===== src/rtl/hram_pkg.sv =====
// Shared types and constants for the HyperRAM command sequencer and its write FIFO.
package hram_pkg;

  localparam int WORD_W = 32;

  typedef enum logic [2:0] {
    ST_IDLE      = 3'd0,
    ST_FILL      = 3'd1,
    ST_ISSUE     = 3'd2,
    ST_WAIT_BUSY = 3'd3,
    ST_RUN       = 3'd4,
    ST_FINISH    = 3'd5
  } state_t;

  localparam logic [1:0] ERR_NONE     = 2'b00;
  localparam logic [1:0] ERR_UNDERRUN = 2'b01;
  localparam logic [1:0] ERR_TIMEOUT  = 2'b10;

endpackage


===== src/rtl/hram_wr_fifo.sv =====
// First-word-fall-through write FIFO: head is visible combinationally (0 when empty), 1-cycle push-to-head.
// Push is ignored when full and pop is ignored when empty; flush empties it on the next edge.
module hram_wr_fifo
  import hram_pkg::*;
#(
  parameter int DEPTH = 16,
  parameter int W     = WORD_W
) (
  input  logic                     clk,
  input  logic                     rst_n,
  input  logic                     flush_i,
  input  logic                     push_i,
  input  logic [W-1:0]             push_dat_i,
  input  logic                     pop_i,
  output logic [W-1:0]             head_o,
  output logic [$clog2(DEPTH):0]   count_o,
  output logic                     full_o,
  output logic                     empty_o
);

  localparam int AW = $clog2(DEPTH);

  logic [W-1:0]  mem_q [DEPTH];
  logic [AW-1:0] wr_ptr_q, rd_ptr_q;
  logic [AW:0]   count_q;
  logic          do_push, do_pop;

  assign full_o  = (count_q == (AW+1)'(DEPTH));
  assign empty_o = (count_q == '0);
  assign count_o = count_q;
  assign head_o  = empty_o ? '0 : mem_q[rd_ptr_q];
  assign do_push = push_i && !full_o;
  assign do_pop  = pop_i && !empty_o;

  // Power-of-two depth lets the pointers wrap naturally at AW bits.
  always_ff @(posedge clk or negedge rst_n) begin
    if (!rst_n) begin
      wr_ptr_q <= '0;
      rd_ptr_q <= '0;
      count_q  <= '0;
    end else if (flush_i) begin
      wr_ptr_q <= '0;
      rd_ptr_q <= '0;
      count_q  <= '0;
    end else begin
      if (do_push) wr_ptr_q <= wr_ptr_q + AW'(1);
      if (do_pop)  rd_ptr_q <= rd_ptr_q + AW'(1);
      case ({do_push, do_pop})
        2'b10:   count_q <= count_q + (AW+1)'(1);
        2'b01:   count_q <= count_q - (AW+1)'(1);
        default: count_q <= count_q;
      endcase
    end
  end

  always_ff @(posedge clk) begin
    if (do_push) mem_q[wr_ptr_q] <= push_dat_i;
  end

endmodule


===== src/rtl/hyperram_cmd_sequencer.sv =====
// One-at-a-time HyperRAM command stage: read cs 1 cycle after accept, write cs 2 cycles; read data 1-cycle lag.
// cmd_ready only in IDLE, wd_ready = FIFO not full, no rd backpressure. `HRAM_SEQ_TIMEOUT_EN adds a busy-wait timeout.
module hyperram_cmd_sequencer
  import hram_pkg::*;
#(
  parameter int FIFO_DEPTH   = 16,
  parameter int BUSY_TIMEOUT = 32
) (
  input  logic        clk,
  input  logic        rst_n,
  input  logic        cmd_valid,
  output logic        cmd_ready,
  input  logic        cmd_wr,
  input  logic        cmd_reg,
  input  logic [31:0] cmd_addr,
  input  logic [7:0]  cmd_num_words,
  input  logic [2:0]  cmd_latency,
  input  logic        wd_valid,
  output logic        wd_ready,
  input  logic [31:0] wd_data,
  output logic        rd_valid,
  output logic [31:0] rd_data,
  output logic        done,
  output logic        err,
  output logic [1:0]  err_code,
  output logic        ctrl_cs,
  output logic        ctrl_rd_sel,
  output logic        ctrl_wr_sel,
  output logic        ctrl_mem_sel,
  output logic        ctrl_reg_sel,
  output logic [7:0]  ctrl_num_words,
  output logic [2:0]  ctrl_latency,
  output logic [31:0] ctrl_addr_in,
  output logic [31:0] ctrl_wr_data_in,
  input  logic        ctrl_wr_data_next,
  input  logic [31:0] ctrl_rd_data_out,
  input  logic        ctrl_rd_data_valid,
  input  logic        ctrl_busy
);

  localparam int CW = $clog2(FIFO_DEPTH) + 1;

  state_t             state_q;
  logic               cmd_ready_q, cs_q, rd_sel_q, wr_sel_q, mem_sel_q, reg_sel_q;
  logic [7:0]         nw_q, rx_cnt_q;
  logic [2:0]         lat_q;
  logic [31:0]        addr_q, rd_data_q;
  logic               rd_valid_q, done_q, err_q;
  logic [1:0]         err_code_q;
`ifdef HRAM_SEQ_TIMEOUT_EN
  localparam int TO_W = $clog2(BUSY_TIMEOUT + 1);
  logic [TO_W-1:0]    to_cnt_q;
`endif

  logic               fifo_pop, fifo_flush, fifo_full, fifo_empty;
  logic [CW-1:0]      fifo_cnt;
  logic [WORD_W-1:0]  fifo_head;
  logic               underrun, rd_take, fill_ok;

  assign fifo_pop   = (state_q == ST_RUN) && wr_sel_q && ctrl_wr_data_next;
  assign underrun   = fifo_pop && fifo_empty;
  assign fifo_flush = (state_q == ST_FINISH) && wr_sel_q;
  assign rd_take    = (state_q == ST_RUN) && rd_sel_q && ctrl_rd_data_valid && (rx_cnt_q < nw_q);
  assign fill_ok    = (32'(fifo_cnt) >= 32'(nw_q)) || fifo_full;

  hram_wr_fifo #(.DEPTH(FIFO_DEPTH), .W(WORD_W)) u_wr_fifo (
    .clk        (clk),
    .rst_n      (rst_n),
    .flush_i    (fifo_flush),
    .push_i     (wd_valid),
    .push_dat_i (wd_data),
    .pop_i      (fifo_pop),
    .head_o     (fifo_head),
    .count_o    (fifo_cnt),
    .full_o     (fifo_full),
    .empty_o    (fifo_empty)
  );

  always_ff @(posedge clk or negedge rst_n) begin
    if (!rst_n) begin
      state_q     <= ST_IDLE;
      cmd_ready_q <= 1'b1;
      cs_q        <= 1'b0;
      rd_sel_q    <= 1'b0;
      wr_sel_q    <= 1'b0;
      mem_sel_q   <= 1'b0;
      reg_sel_q   <= 1'b0;
      nw_q        <= '0;
      lat_q       <= '0;
      addr_q      <= '0;
      rx_cnt_q    <= '0;
      rd_valid_q  <= 1'b0;
      rd_data_q   <= '0;
      done_q      <= 1'b0;
      err_q       <= 1'b0;
      err_code_q  <= ERR_NONE;
`ifdef HRAM_SEQ_TIMEOUT_EN
      to_cnt_q    <= '0;
`endif
    end else begin
      cs_q       <= 1'b0;
      done_q     <= 1'b0;
      err_q      <= 1'b0;
      rd_valid_q <= 1'b0;
      case (state_q)
        ST_IDLE: begin
          if (cmd_valid && cmd_ready_q) begin
            cmd_ready_q <= 1'b0;
            rd_sel_q    <= !cmd_wr;
            wr_sel_q    <= cmd_wr;
            mem_sel_q   <= !cmd_reg;
            reg_sel_q   <= cmd_reg;
            nw_q        <= cmd_reg ? 8'd1 : cmd_num_words;
            lat_q       <= cmd_latency;
            addr_q      <= cmd_addr;
            rx_cnt_q    <= '0;
            if (!cmd_reg && cmd_num_words == 8'd0) begin
              state_q <= ST_FINISH;
              done_q  <= 1'b1;
            end else if (cmd_wr) begin
              state_q <= ST_FILL;
            end else begin
              state_q <= ST_ISSUE;
              cs_q    <= 1'b1;
            end
          end
        end
        ST_FILL: begin
          if (fill_ok) begin
            state_q <= ST_ISSUE;
            cs_q    <= 1'b1;
          end
        end
        ST_ISSUE: begin
          state_q <= ST_WAIT_BUSY;
`ifdef HRAM_SEQ_TIMEOUT_EN
          // Counts from the cs cycle so the error lands BUSY_TIMEOUT cycles after cs.
          to_cnt_q <= TO_W'(1);
`endif
        end
        ST_WAIT_BUSY: begin
          if (ctrl_busy) begin
            state_q <= ST_RUN;
`ifdef HRAM_SEQ_TIMEOUT_EN
          end else if (to_cnt_q == TO_W'(BUSY_TIMEOUT - 1)) begin
            state_q    <= ST_FINISH;
            err_q      <= 1'b1;
            err_code_q <= ERR_TIMEOUT;
            done_q     <= 1'b1;
          end else begin
            to_cnt_q <= to_cnt_q + TO_W'(1);
`endif
          end
        end
        ST_RUN: begin
          if (underrun) begin
            err_q      <= 1'b1;
            err_code_q <= ERR_UNDERRUN;
          end
          if (rd_take) begin
            rd_valid_q <= 1'b1;
            rd_data_q  <= ctrl_rd_data_out;
            rx_cnt_q   <= rx_cnt_q + 8'd1;
          end
          if (!ctrl_busy) begin
            state_q <= ST_FINISH;
            done_q  <= 1'b1;
          end
        end
        ST_FINISH: begin
          state_q     <= ST_IDLE;
          cmd_ready_q <= 1'b1;
        end
        default: begin
          state_q     <= ST_IDLE;
          cmd_ready_q <= 1'b1;
        end
      endcase
    end
  end

  assign cmd_ready       = cmd_ready_q;
  assign wd_ready        = !fifo_full;
  assign rd_valid        = rd_valid_q;
  assign rd_data         = rd_data_q;
  assign done            = done_q;
  assign err             = err_q;
  assign err_code        = err_code_q;
  assign ctrl_cs         = cs_q;
  assign ctrl_rd_sel     = rd_sel_q;
  assign ctrl_wr_sel     = wr_sel_q;
  assign ctrl_mem_sel    = mem_sel_q;
  assign ctrl_reg_sel    = reg_sel_q;
  assign ctrl_num_words  = nw_q;
  assign ctrl_latency    = lat_q;
  assign ctrl_addr_in    = addr_q;
  assign ctrl_wr_data_in = fifo_head;

endmodule


===== config.mk =====
export PLATFORM = sky130hd
export DESIGN_NAME = hyperram_cmd_sequencer
export DESIGN_NICKNAME = d
export VERILOG_FILES = /design/src/rtl/hram_pkg.sv /design/src/rtl/hram_wr_fifo.sv /design/src/rtl/hyperram_cmd_sequencer.sv
export SDC_FILE = /design/constraint.sdc
export NUM_CORES = 1
export LEC_CHECK = 0
export ABC_AREA = 1
export BUFFER_PORTS_ARGS = -buffer_cell sky130_fd_sc_hd__buf_2
export CAP_MARGIN = 20
export CELL_PAD_IN_SITES_DETAIL_PLACEMENT = 1
export CELL_PAD_IN_SITES_GLOBAL_PLACEMENT = 1
export CORE_MARGIN = 1.5
export CORE_UTILIZATION = 48
export DETAILED_ROUTE_END_ITERATION = 7
export GPL_TIMING_DRIVEN = 0
export PLACE_DENSITY_LB_ADDON = 0.12
export REMOVE_ABC_BUFFERS = 1
export SLEW_MARGIN = 20
export SYNTH_ARGS = -nofsm -noshare
export SYNTH_HDL_FRONTEND = slang
export SYNTH_HIERARCHICAL = 1
export SYNTH_SLANG_ARGS = --single-unit

===== constraint.sdc =====
create_clock -name clk -period 3.7 [get_ports clk]
set_clock_uncertainty 0.15 [all_clocks]
set_input_delay 0.185 -clock clk [delete_from_list [all_inputs] [get_ports clk]]
set_output_delay 0.185 -clock clk [all_outputs]
set_load 0.05 [all_outputs]

After elaboration in Yosys (flattened, before gate mapping) --
Memory sizes are Yosys's and may differ from the RTL's. Index checks and enable logic that the tools add are counted.
Storage, ports and cells: register bits 109, memories kept 1, RAM bits 512, logic and storage cells 106
Cells by class: reductions and logical operators 30, $add $sub $neg 5, equal/unequal tests 13, bitwise logic cells 1, $lt $le $gt $ge 2, mux-type cells 35
Memories:
- u_wr_fifo.mem_q | words 16, bits a word 32, rd ports 1, clocked after Yosys merged registers in 0, write ports 1, line hram_wr_fifo.sv:23 | logic [W-1:0] mem_q [DEPTH];
Operators by type and width (number):
- 2-to-1 mux 32 bit | 1
- 2-to-1 mux 8 bit | 3
- 2-to-1 mux 4 bit | 4
- case mux 8 bit (2 select lines) | 1
- 2-to-1 mux 3 bit | 5
- case mux 3 bit (5 select lines) | 1
- 2-to-1 mux 1 bit | 14
- logical AND 1 bit | 11
- != test 2 bit, second input constant | 5
- case mux 5 bit (2 select lines) | 1
- adder 4 x 1 -> 4 bit, second input constant | 2
- adder 8 x 1 -> 8 bit, second input constant | 1
- greater-or-equal comparator 5 x 8 -> 1 bit | 1
- zero test 8 bit | 1
- < comparator 8 bit | 1
- AND reduction 2 bit | 4
- equality test 3 x 2 -> 1 bit, second input constant | 2
- equality test 3 bit, second input constant | 2
- case mux 1 bit (2 select lines) | 3
- nonzero test 2 bit | 3
- adder 5 x 1 -> 5 bit, second input constant | 1
- equality test 5 bit, second input constant | 1
- zero test 5 bit | 1
- 2-to-1 mux 5 bit | 1
- 13 further kinds | 16

Depth between registers and ports, before layout --
depth in word-level cells 7, gate-level depth with buffers 17, gate-level depth less buffers 17

By module --
The synthesis kept the hierarchy.
Modules (own cells, without submodules):
- hram_wr_fifo | sequential area each 15700.1 µm², instances 1, cells an instance 1522, area each 20736.1 µm²
- hyperram_cmd_sequencer | sequential area each 2403.6 µm², instances 1, cells an instance 504, area each 4225.3 µm²

Worst setup path before layout --
Ideal clock, no wire load.
path type register to register, from register u_wr_fifo.count_q[1] (netlist: u_wr_fifo/count_o[1]), to memory u_wr_fifo/mem_q[11][0] in the netlist's numbering (enable), arrival time 2.220 ns, library setup time 0.421 ns, path buffers 0, slack 0.909 ns, cell stages (with the launch flop) 7, clock period less this slack 2.791 ns, data required time 3.129 ns, cell sequence dfrtp_1 > nor2_2 > nand3_2 > nand2_4 > inv_2 > nand2_1 > nor2_1
On the way: longest elaborated chain between the ends 5
RTL lines:
- start, declared | line hram_wr_fifo.sv:25 | logic [AW:0] count_q;
- start signal, assigned | line hram_wr_fifo.sv:49 | 2'b10: count_q <= count_q + (AW+1)'(1);
- start signal, assigned | line hram_wr_fifo.sv:50 | 2'b01: count_q <= count_q - (AW+1)'(1);
- start signal, assigned | line hram_wr_fifo.sv:51 | default: count_q <= count_q;
- equality test 5 bit | line hram_wr_fifo.sv:28 | assign full_o = (count_q == (AW+1)'(DEPTH));
- zero test 1 bit | line hram_wr_fifo.sv:32 | assign do_push = push_i && !full_o;
- logical AND 1 bit | line hram_wr_fifo.sv:32
- 2-to-1 mux 1 bit | line hram_wr_fifo.sv:57 | if (do_push) mem_q[wr_ptr_q] <= push_dat_i;
- 2-to-1 mux 1 bit (implied by the code) | line hram_wr_fifo.sv:57
- end, declared | line hram_wr_fifo.sv:23
Every way passes these cells.

Worst setup path after layout --
from register u_wr_fifo.rd_ptr_q[1], to output ctrl_wr_data_in[16]
On the way: longest elaborated chain between the ends 2
RTL lines:
- start, declared | line hram_wr_fifo.sv:24 | logic [AW-1:0] wr_ptr_q, rd_ptr_q;
- start signal, assigned | line hram_wr_fifo.sv:47 | if (do_pop) rd_ptr_q <= rd_ptr_q + AW'(1);
- memory read (16 x 32 bit)
- 2-to-1 mux 32 bit | line hram_wr_fifo.sv:31 | assign head_o = empty_o ? '0 : mem_q[rd_ptr_q];
- end, declared | line hyperram_cmd_sequencer.sv:34 | output logic [31:0] ctrl_wr_data_in,
Every way passes these cells.

==> qor.log <==
INFO  run_status     run_status=finished, final reports clean
INFO  placement      half_perimeter_wire_length_of_the_detailed_placement_result=42.3mm
INFO  global_routing grt_first_pass_wirelength=117mm
INFO  sta            timing.final.hold_violations=0
INFO  worst_setup_path crit_path_start_kind=flop
INFO  clock_network  maximum_root_to_sink_buffer_count=3
INFO  power_and_ir_drop p_leak=11.8nW
INFO  route          drt_pre_antenna_iters=5
INFO  power_and_ir_drop finalPower=0.0258W
INFO  synth          post_synth_num_cell_types=43
INFO  worst_setup_path crit_path_max_fanout=61
INFO  synth          post_synth_inst_count=2,026
INFO  sta            max_freq=0.280GHz
INFO  worst_setup_path cp_cell_sequence=buf_16 > buf_16 > inv_16 > buf_16 > o21ai_0 > o221ai_1 > nand3_1 > a21oi_2 > buf_2
INFO  finish         num-fill-cells=5,120
INFO  worst_setup_path cpMaxStageDelayCell=dfrtp_4
INFO  run            maxCapViolCount=0
INFO  finish         multi_input_area=6130µm²
INFO  finish         mostFrequentLayoutCell=edfxtp_1
INFO  synth          synth_fa_ha_area_share=1.00%
INFO  worst_setup_path worst-endpoint-arrival=3.23ns
INFO  finish         regArea=18,100µm²
INFO  worst_setup_path worst_path_largest_cell_delay=0.60ns
INFO  synth          synth_mux_area_share=0%
INFO  synth          synth-xor-area-share=0.140%
INFO  power_and_ir_drop share_clk_of_total_power=25.8%
INFO  global_routing grt_antenna_before_repair=3
INFO  sta            fin_crit_share=96.4%
INFO  clock_network  cts_tree=built
INFO  sta            max_slew_margin=39.6%
INFO  power_and_ir_drop pwr-share-seq=35.7%
INFO  route          final_routed_wire_length_divided_by_cell_count=24.8µm
INFO  power_and_ir_drop combinational_share_of_power=38.5%
INFO  power_and_ir_drop power.ir.vdd_worst=0.000567V
INFO  global_routing grt_max_degree=82
INFO  finish         nNetsFinal=2,513
INFO  power_and_ir_drop internal-power=0.0152W
INFO  floorplanning  core_region_area=51,400µm²
INFO  synth          synth-seq-area-share=72.5%
INFO  power_and_ir_drop switching_share=41.0%
INFO  placement      gp_congestion=0.742
INFO  power_and_ir_drop power_per_cell_area=826nW/µm²
INFO  power_and_ir_drop power_switching=0.0106W
INFO  global_routing grtUsageTotal=29.2%
INFO  floorplanning  fp.dieW=231µm
INFO  route          final_ant_viol_nets=0
INFO  synth          synth.avg_cell_area=12.3µm²
INFO  floorplanning  rows=83
INFO  sta            setup_violators_final=0
INFO  worst_setup_path capturing_element_type_of_the_critical_path=primary output
INFO  sta            post-route-min-period=3.57ns
INFO  clock_network  clk_pin_slew=0.06ns
INFO  route          detail_route.vias_per_cell=5.83
INFO  finish         most-common-layout-cells=edfxtp_1 (512), nor2_1 (304), nand2_1 (298)
INFO  synth          dominant_combinational_cell_family_by_area_after_synthesis=simple AND/OR/NAND/NOR gates
INFO  floorplanning  initial_core_util=48.6%
INFO  synth          post_synth_and_or_nand_nor_area_fraction=11.6%
INFO  route          wirelength=77.0mm
INFO  clock_network  cts.sink_count=621
INFO  sta            grt_setup_unrepaired=false
INFO  worst_setup_path crit_required=3.37ns
INFO  worst_setup_path dominant_cell_type_by_count_on_the_critical_path=buf_16
INFO  route          drc=0
INFO  route          route.vias.total=18,100
INFO  finish         drive_above_1_share=17.6%
INFO  synth          syn_area=25,000µm²
INFO  synth          ys_seq_elements=621
INFO  synth          synthesis.yosys.warnings=6
INFO  clock_network  cts_max_level=3
INFO  floorplanning  floorplan.io_pins=235
INFO  synth          synth-compound-area-share=11.2%
INFO  worst_hold_path hp-class=input pin to flop
INFO  floorplanning  design.die.area=53,400µm²
INFO  sta            final.setup.tns=0ns
INFO  global_routing first_global_vias=19,600
INFO  worst_setup_path worst-setup-path-type=flop to primary output
INFO  route          drt-initial-drc-count=1,460
INFO  placement      port_buffers=233
INFO  sta            tightest_pin_transition=0.904ns
INFO  finish         flow.area_growth_from_synthesis=25.3%
INFO  sta            drv_slew=0
INFO  clock_network  cts-buffers-inserted=67
INFO  global_routing gr-total-overflow=0
INFO  finish         fin_util=60.8%
INFO  sta            fin_hold_ws=0.163ns
INFO  clock_network  ctsRootBufferMaster=clkbuf_16
INFO  floorplanning  die_height=231µm
INFO  clock_network  clk-insertion-delay-late=0.60ns
metrics by stage:
step	std cells	cell area, µm²	worst slack (ns)
3_5_place_dp	2858	27700	0.0631
6_report	3110	31300	0.132
4_1_cts	3105	31200	0.0367
2_1_floorplan	1901	24300	-3.58
3_3_place_gp	2814	26300	-9.49
5_1_grt	3110	31300	0.00359
cells in the mapped netlist:
library cell	number	area [µm²]
o221ai_1	98	858
clkinv_2	1	5.00
inv_2	3	11.3
nor3_1	5	25.0
o21ai_1	48	240
nand4_1	1	6.26
xor2_1	3	26.3
inv_1	56	210
nor4_1	1	6.26
nor2_2	4	25.0
o21a_1	4	30.0
a31oi_1	1	6.26
a211oi_1	2	15.0
nor2_4	3	33.8
conb_1	1	3.75
dfrtp_1	108	2700
nand3_2	2	20.0
xnor2_1	1	8.76
o22ai_1	35	219
nor3b_1	2	15.0
or2_2	2	12.5
a21oi_1	43	215
nand2_1	298	1120
nand3_1	77	385
nor2_1	320	1200
buf_6	8	90.1
buf_4	15	113
and3_1	1	6.26
nor3b_2	1	12.5
edfxtp_1	512	15400
inv_4	1	6.26
clkbuf_1	59	221
buf_1	5	18.8
o21ai_0	239	1200
buf_2	31	155
ha_1	20	250
nand2_4	1	11.3
nand2_2	2	12.5
nand3b_1	1	7.51
o21bai_1	2	15.0
o22a_1	1	8.76
dfstp_2	1	26.3
clkbuf_2	7	35.0
worst paths after layout:
check | start | endpoint | slack (ns) | cells past startpoint
min reg2reg | ctrl_addr_in[4] | ctrl_addr_in[4] | 0.32 | 2
max reg2reg | state_q[0] | ctrl_num_words[2] | 0.70 | 9
max | u_wr_fifo/rd_ptr_q[1] | ctrl_wr_data_in[16] | 0.13 | 9
max in group asynchronous | rst_n | cmd_ready | 2.50 | 4
min | ctrl_rd_data_out[22] | rd_data[22] | 0.16 | 4
min in group asynchronous | rst_n | rd_data[23] | 0.52 | 4
flip-flops by register name, summed over array words and instances, names as in the netlist, 3 cells and up:
signal              cells
u_wr_fifo/rd_ptr_q      4
state_q                 3
ctrl_num_words          8
ctrl_latency            3
rd_data                32
u_wr_fifo/mem_q       512
u_wr_fifo/count_o       5
ctrl_addr_in           32
u_wr_fifo/wr_ptr_q      4
rx_cnt_q                8
layout make-up:
type | count | area share, %
Tap cell | 680 | 2.72
Timing Repair inverter | 2 | 0.0560
Clock buffer | 93 | 6.10
Sequential cell | 621 | 57.9
Clock inverter | 27 | 0.804
Antenna cell | 2 | 0.0160
Inverter | 61 | 0.856
Multi-Input combinational cell | 1219 | 19.6
Timing Repair Buffer | 405 | 11.9
cells by family after synthesis:
| family | after synthesis |
|---|---|
| AND/OR/NAND/NOR | 721 |
| other | 1 |
| buffers and inverters | 186 |
| AO/OA/AOI/OAI | 473 |
| XOR/XNOR | 4 |
| flip-flops | 621 |
| adder cells (fa/ha/maj) | 20 |
power by group through the flow:
| stage | combinational (W) | clock, W | sequential (W) |
|---|---|---|---|
| after floorplan | 0.00441 | 0 | 0.0109 |
| after global placement | 0.00755 | 0 | 0.00973 |
| after detailed placement | 0.00924 | 0 | 0.00937 |
| after CTS | 0.00981 | 0.00675 | 0.00922 |
| after global routing | 0.0106 | 0.00700 | 0.00932 |
| final | 0.00994 | 0.00667 | 0.00922 |
critical path, delay by kind of cell (launching register included):
kind            cells  cell delay [ns]
compound gates      3             0.59
buf+inv             5             1.26
flops               1             0.60
simple gates        1             0.12
per-layer routing:
metal / wire length, µm / GRT usage (%) / up-vias
met5: 12 / 0 / -
met4: 2560 / 11.3 / 2
met3: 4410 / 4.69 / 177
met2: 38400 / 50.0 / 628
met1: 31700 / 37.3 / 9278
li1: - / - / 8043
what timing repair did:
action | CTS | global route
hold buffers | 121 | 0
setup buffers | 1 | 2
endpoints found under the hold margin | 708 | 0
gates resized for setup | 16 | 4
setup endpoints to repair | 28 | 10
gates cloned | 5 | 0
(Power assumes the default switching activity.)
